$ cat config.mk
export PLATFORM = sky130hd
export DESIGN_NAME = radix_counter
export DESIGN_NICKNAME = d
export VERILOG_FILES = /design/src/rtl/radix_counter_pkg.sv /design/src/rtl/radix_digit.sv /design/src/rtl/radix_counter.sv
export SDC_FILE = /design/constraint.sdc
export NUM_CORES = 1
export LEC_CHECK = 0
export ABC_AREA = 1
export CAP_MARGIN = 20
export CORE_AREA = 3 3 40 42
export DETAILED_ROUTE_END_ITERATION = 8
export DIE_AREA = 0 0 43 45
export PLACE_DENSITY_LB_ADDON = 0.05
export SETUP_SLACK_MARGIN = 0.1
export SLEW_MARGIN = 10
export SYNTH_ARGS = -nofsm -noshare
export SYNTH_HDL_FRONTEND = slang
export SYNTH_SLANG_ARGS = --single-unit
$ cat constraint.sdc
create_clock -name i_clk -period 2 [get_ports i_clk]
set_input_delay 0.4 -clock i_clk [delete_from_list [all_inputs] [get_ports i_clk]]
set_output_delay 0.4 -clock i_clk [all_outputs]
set_load 0.02 [all_outputs]
$ cat src/rtl/radix_counter_pkg.sv
// Shared types, limits and the digit-width helper for the radix counter.
package radix_counter_pkg;

    localparam int MAX_DIGITS = 8;
    localparam int MAX_RADIX  = 16;

    typedef enum logic {
        DIR_UP   = 1'b0,
        DIR_DOWN = 1'b1
    } count_dir_e;

    // Bits needed to hold one digit in 0..radix-1; never below one bit.
    function automatic int digit_w(input int radix);
        return (radix <= 2) ? 1 : $clog2(radix);
    endfunction

endpackage

$ cat src/rtl/radix_digit.sv
// One digit of the radix counter: register, load clamp, terminal detect and
// carry/borrow out into the next digit.
module radix_digit
    import radix_counter_pkg::*;
#(
    parameter int RADIX   = 8,
    parameter int DIGIT_W = 3
) (
    input  logic               i_clk,
    input  logic               i_rst,
    input  logic               i_load,
    input  logic [DIGIT_W-1:0] i_load_val,
    input  logic               i_step,
    input  count_dir_e         i_dir,
    output logic [DIGIT_W-1:0] o_digit,
    output logic               o_step
);

    localparam logic [DIGIT_W-1:0] LAST = DIGIT_W'(RADIX - 1);

    logic [DIGIT_W-1:0] r_digit;
    logic [DIGIT_W-1:0] w_next;
    logic [DIGIT_W-1:0] w_load;
    logic               w_term;

    // Terminal is the value that rolls over: top digit going up, zero going down.
    always_comb begin
        w_term = 1'b0;
        w_next = r_digit;
        if (i_dir == DIR_DOWN) begin
            w_term = (r_digit == '0);
            w_next = w_term ? LAST : r_digit - DIGIT_W'(1);
        end else begin
            w_term = (r_digit == LAST);
            w_next = w_term ? '0 : r_digit + DIGIT_W'(1);
        end
    end

    assign w_load = (i_load_val > LAST) ? LAST : i_load_val;

    always_ff @(posedge i_clk) begin
        if (i_rst) begin
            r_digit <= '0;
        end else if (i_load) begin
            r_digit <= w_load;
        end else if (i_step) begin
            r_digit <= w_next;
        end
    end

    assign o_digit = r_digit;
    assign o_step  = i_step & w_term;

endmodule

$ cat src/rtl/radix_counter.sv
// DIGITS-digit counter in base RADIX with load, wrap pulse and a synchronised
// enable. Define RADIX_COUNTER_DOWN_EN to honour i_dir (down-count/borrow).
module radix_counter
    import radix_counter_pkg::*;
#(
    parameter  int DIGITS  = 2,
    parameter  int RADIX   = 8,
    localparam int DIGIT_W = digit_w(RADIX)
) (
    input  logic                      i_clk,
    input  logic                      i_rst,
    input  logic                      i_enable,
    input  logic                      i_load,
    input  logic [DIGITS*DIGIT_W-1:0] i_load_val,
    input  logic                      i_dir,
    output logic [DIGITS*DIGIT_W-1:0] o_count,
    output logic                      o_wrap,
    output logic                      o_enable_sync
);

    logic            r_sync1;
    logic            r_sync2;
    logic            r_wrap;
    logic [DIGITS:0] w_carry;
    count_dir_e      w_dir;

`ifdef RADIX_COUNTER_DOWN_EN
    assign w_dir = count_dir_e'(i_dir);
`else
    logic w_dir_unused;
    assign w_dir_unused = i_dir;
    assign w_dir        = DIR_UP;
`endif

    // i_enable comes from another domain, so it only acts after two flops.
    always_ff @(posedge i_clk) begin
        if (i_rst) begin
            r_sync1 <= 1'b0;
            r_sync2 <= 1'b0;
        end else begin
            r_sync1 <= i_enable;
            r_sync2 <= r_sync1;
        end
    end

    assign w_carry[0] = r_sync2;

    generate
        for (genvar gi = 0; gi < DIGITS; gi++) begin : g_digit
            radix_digit #(
                .RADIX   (RADIX),
                .DIGIT_W (DIGIT_W)
            ) u_digit (
                .i_clk      (i_clk),
                .i_rst      (i_rst),
                .i_load     (i_load),
                .i_load_val (i_load_val[gi*DIGIT_W +: DIGIT_W]),
                .i_step     (w_carry[gi]),
                .i_dir      (w_dir),
                .o_digit    (o_count[gi*DIGIT_W +: DIGIT_W]),
                .o_step     (w_carry[gi+1])
            );
        end
    endgenerate

    // A carry out of the top digit is exactly a full-count wrap in either direction.
    always_ff @(posedge i_clk) begin
        if (i_rst || i_load) begin
            r_wrap <= 1'b0;
        end else begin
            r_wrap <= w_carry[DIGITS];
        end
    end

    assign o_wrap        = r_wrap;
    assign o_enable_sync = r_sync2;

endmodule

==> flow_summary.json, run 1 <==
{
  "route.detailed.drc": 0,
  "synthToLayoutAreaGrowth_pct": 44.7,
  "setup_violations": 0,
  "seq_area_frac_synth_pct": 39.2,
  "required_ns": 1.60,
  "rrSetupSlack_ns": 0.76,
  "dp.cells": 95,
  "syn_inst": 64,
  "start_util_pct": 35.7,
  "max-clock-path-buffers": 2,
  "grt_max_degree": 10,
  "antenna_found_initial": 0,
  "cap_violations": 0,
  "cts_tree": "built",
  "final.setup.tns_ns": 0,
  "crit_type": "reg2out",
  "p_per_area_nw_per_um2": 631,
  "reg2reg_to": "g_digit[1].u_digit.o_digit[1]$_SDFFE_PP0P_",
  "gp_congestion": 0.762,
  "path_buf_inv": 1,
  "layout.cells.non_filler": 99,
  "die_h_um": 45,
  "ios": 19,
  "fin_crit_sh_pct": 87.4,
  "synthesis.nets": 79,
  "cts_made_buffers": 3,
  "fin_crit_ns": 1.75,
  "grt_pass1_wl_um": 1570,
  "io_buffers": 17,
  "startpoint": "o_enable_sync$_SDFF_PP0_",
  "cts_resized": 0,
  "drt-total-wl_um": 878,
  "ant_nets": 0,
  "start_kind": "register",
  "viasPerCell": 4.21,
  "finalHoldViolCount": 0,
  "clk-insertion-delay-late_ns": 0.26,
  "htree_levels": 1,
  "cp_top_family": "buffers and inverters",
  "critPathCapture": "o_enable_sync",
  "timing.rr.start": "g_digit[0].u_digit.o_digit[0]$_SDFFE_PP0P_",
  "setup_slack_ns": 0.252,
  "fillCellCount": 128,
  "rr_worst_depth": 6,
  "critical_path_peak_fanout": 6,
  "wl_per_cell_um": 8.87,
  "worst_slew_pin_slew_ns": 0.449,
  "antenna_cells": 0,
  "dp_slack_ns": 0.319,
  "endpoint_kind": "primary output",
  "die_area_um2": 1940,
  "slowest_stage": "clkdlybuf4s50_1",
  "worstPathCellList": "clkdlybuf4s50_1",
  "ctsHoldBuffers": 0,
  "grt_pass1_vias": 375,
  "root_buffer": "clkbuf_4",
  "dp_hpwl_um": 693,
  "fp.dieW_um": 43,
  "max-vdd-ir-drop_uv": 367,
  "vias": 417,
  "overflow": 0,
  "slew_headroom_pct": 70.0,
  "placementRows": 13,
  "ys_types": 13,
  "worstHoldPathType": "reg2reg",
  "layout_commonest_cell": "nand2_1",
  "synth.avg_cell_area_um2": 7.17,
  "drv_slew": 0,
  "layout_common_cells": "nand2_1, clkdlybuf4s50_1, nor2_1, dfxtp_1, inv_1",
  "rsz0062_at_grt": "no",
  "post-route-util_pct": 51.7,
  "first_pass_iters": 2,
  "fin_nets": 100,
  "critical_path_cell_count": 1,
  "cts_setup_buffers": 0,
  "crit_path_max_incr_delay_ns": 0.64,
  "drt_iter0_markers": 2,
  "synth_area_um2": 459,
  "grt_use_total_pct": 11.1,
  "drive_gt1_share_pct": 11.9,
  "clkSlewWorstSetupHoldPaths_ns": 0.07,
  "core_um2": 1280,
  "outcome": "completed",
  "yosys_warnings": 0,
  "finalClockSkew_ns": 0.00520,
  "max_freq_ghz": 0.572,
  "p_leak_nw": 0.341,
  "clkSinkCount": 9,
  "cp.arrival_ns": 1.35,
  "ys_seq_elements": 9
}
[logic make-up after synthesis]
group                    count (synthesis)  share of synthesized area (%)
AO/OA/AOI/OAI                            2                           2.18
flip-flops                               9                           39.2
adder cells (fa/ha/maj)                  4                           10.9
AND/OR/NAND/NOR                         40                           38.1
buffers and inverters                    9                           9.54
[power by group]
| group | total [W] | internal [W] | leakage [nW] | switching (W) |
|---|---|---|---|---|
| clock | 0.000141 | 0.0000738 | 0.0177 | 0.0000670 |
| sequential | 0.000197 | 0.000189 | 0.0742 | 0.00000845 |
| combinational | 0.0000807 | 0.0000426 | 0.249 | 0.0000381 |
[flip-flops by register name, summed over array words and instances (netlist names)]
signal                   cells
g_digit.u_digit.o_digit      6
o_enable_sync                1
o_wrap                       1
r_sync1                      1
[routing by layer]
layer  global-route usage, %  share of wire [%]  vias to the layer above
met1                    14.1                 49                      163
li1                        -                  -                      237
met2                    15.0                 39                       15
met4                    5.42                1.3                        0
met3                    6.37                 11                        2
met5                       0                  0                        -
[synth_stat cells]
cell type	count	area [µm²]
nand2_1	20	75.1
dfxtp_1	9	180
nor2_1	9	33.8
inv_1	7	26.3
nand3_1	6	30.0
ha_1	4	50.1
nor2_2	2	12.5
o21ai_0	2	10.0
and3_2	1	7.51
buf_6	1	11.3
inv_4	1	6.26
nand2_2	1	6.26
nor3_2	1	10.0
[final cells by class]
cell class / instances / area [µm²] / area share, %
Clock buffer: 3 / 22.5 / 3.39
Tap cell: 15 / 18.8 / 2.82
Sequential cell: 9 / 180 / 27.1
Inverter: 8 / 32.5 / 4.90
Multi-Input combinational cell: 46 / 235 / 35.4
Clock inverter: 1 / 5.00 / 0.753
Timing Repair Buffer: 17 / 170 / 25.6
[stage by stage]
stage	instance area, µm²	total power (W)	hold slack, ns
2_1_floorplan	459	0.000244	0.388
3_3_place_gp	637	0.000283	0.390
3_5_place_dp	637	0.000283	0.400
4_1_cts	664	0.000426	0.409
5_1_grt	664	0.000445	0.445
6_report	664	0.000419	0.410
[how the worst min path moves through the flow]
stage,start,end,slack (ns),depth (start not counted)
after CTS,r_sync1$_SDFF_PP0_,o_enable_sync$_SDFF_PP0_,0.41,2
after floorplan,r_sync1$_SDFF_PP0_,o_enable_sync$_SDFF_PP0_,0.39,2
after global routing,r_sync1$_SDFF_PP0_,o_enable_sync$_SDFF_PP0_,0.45,2
final,r_sync1$_SDFF_PP0_,o_enable_sync$_SDFF_PP0_,0.41,2
after global placement,r_sync1$_SDFF_PP0_,o_enable_sync$_SDFF_PP0_,0.39,2
after detailed placement,r_sync1$_SDFF_PP0_,o_enable_sync$_SDFF_PP0_,0.40,2
No activity file was read; power rests on OpenSTA's default activity.
==> run 2: changes to the inputs <==
==> constraint.sdc (replaced) <==
create_clock -name i_clk -period 2.3 [get_ports i_clk]
set_input_delay 0.46 -clock i_clk [delete_from_list [all_inputs] [get_ports i_clk]]
set_output_delay 0.46 -clock i_clk [all_outputs]
set_load 0.02 [all_outputs]
==> results of run 2 <==
The final DEF is identical to that of run 1. Status: completed.
Among the figures that moved: setup slack after placement 0.319 ns -> 0.559 ns; setup slack after layout 0.252 ns -> 0.492 ns; register-to-register setup slack 0.76 ns -> 1.06 ns; total power 0.000419 W -> 0.000364 W; worst IR drop on VDD 367 µV -> 319 µV
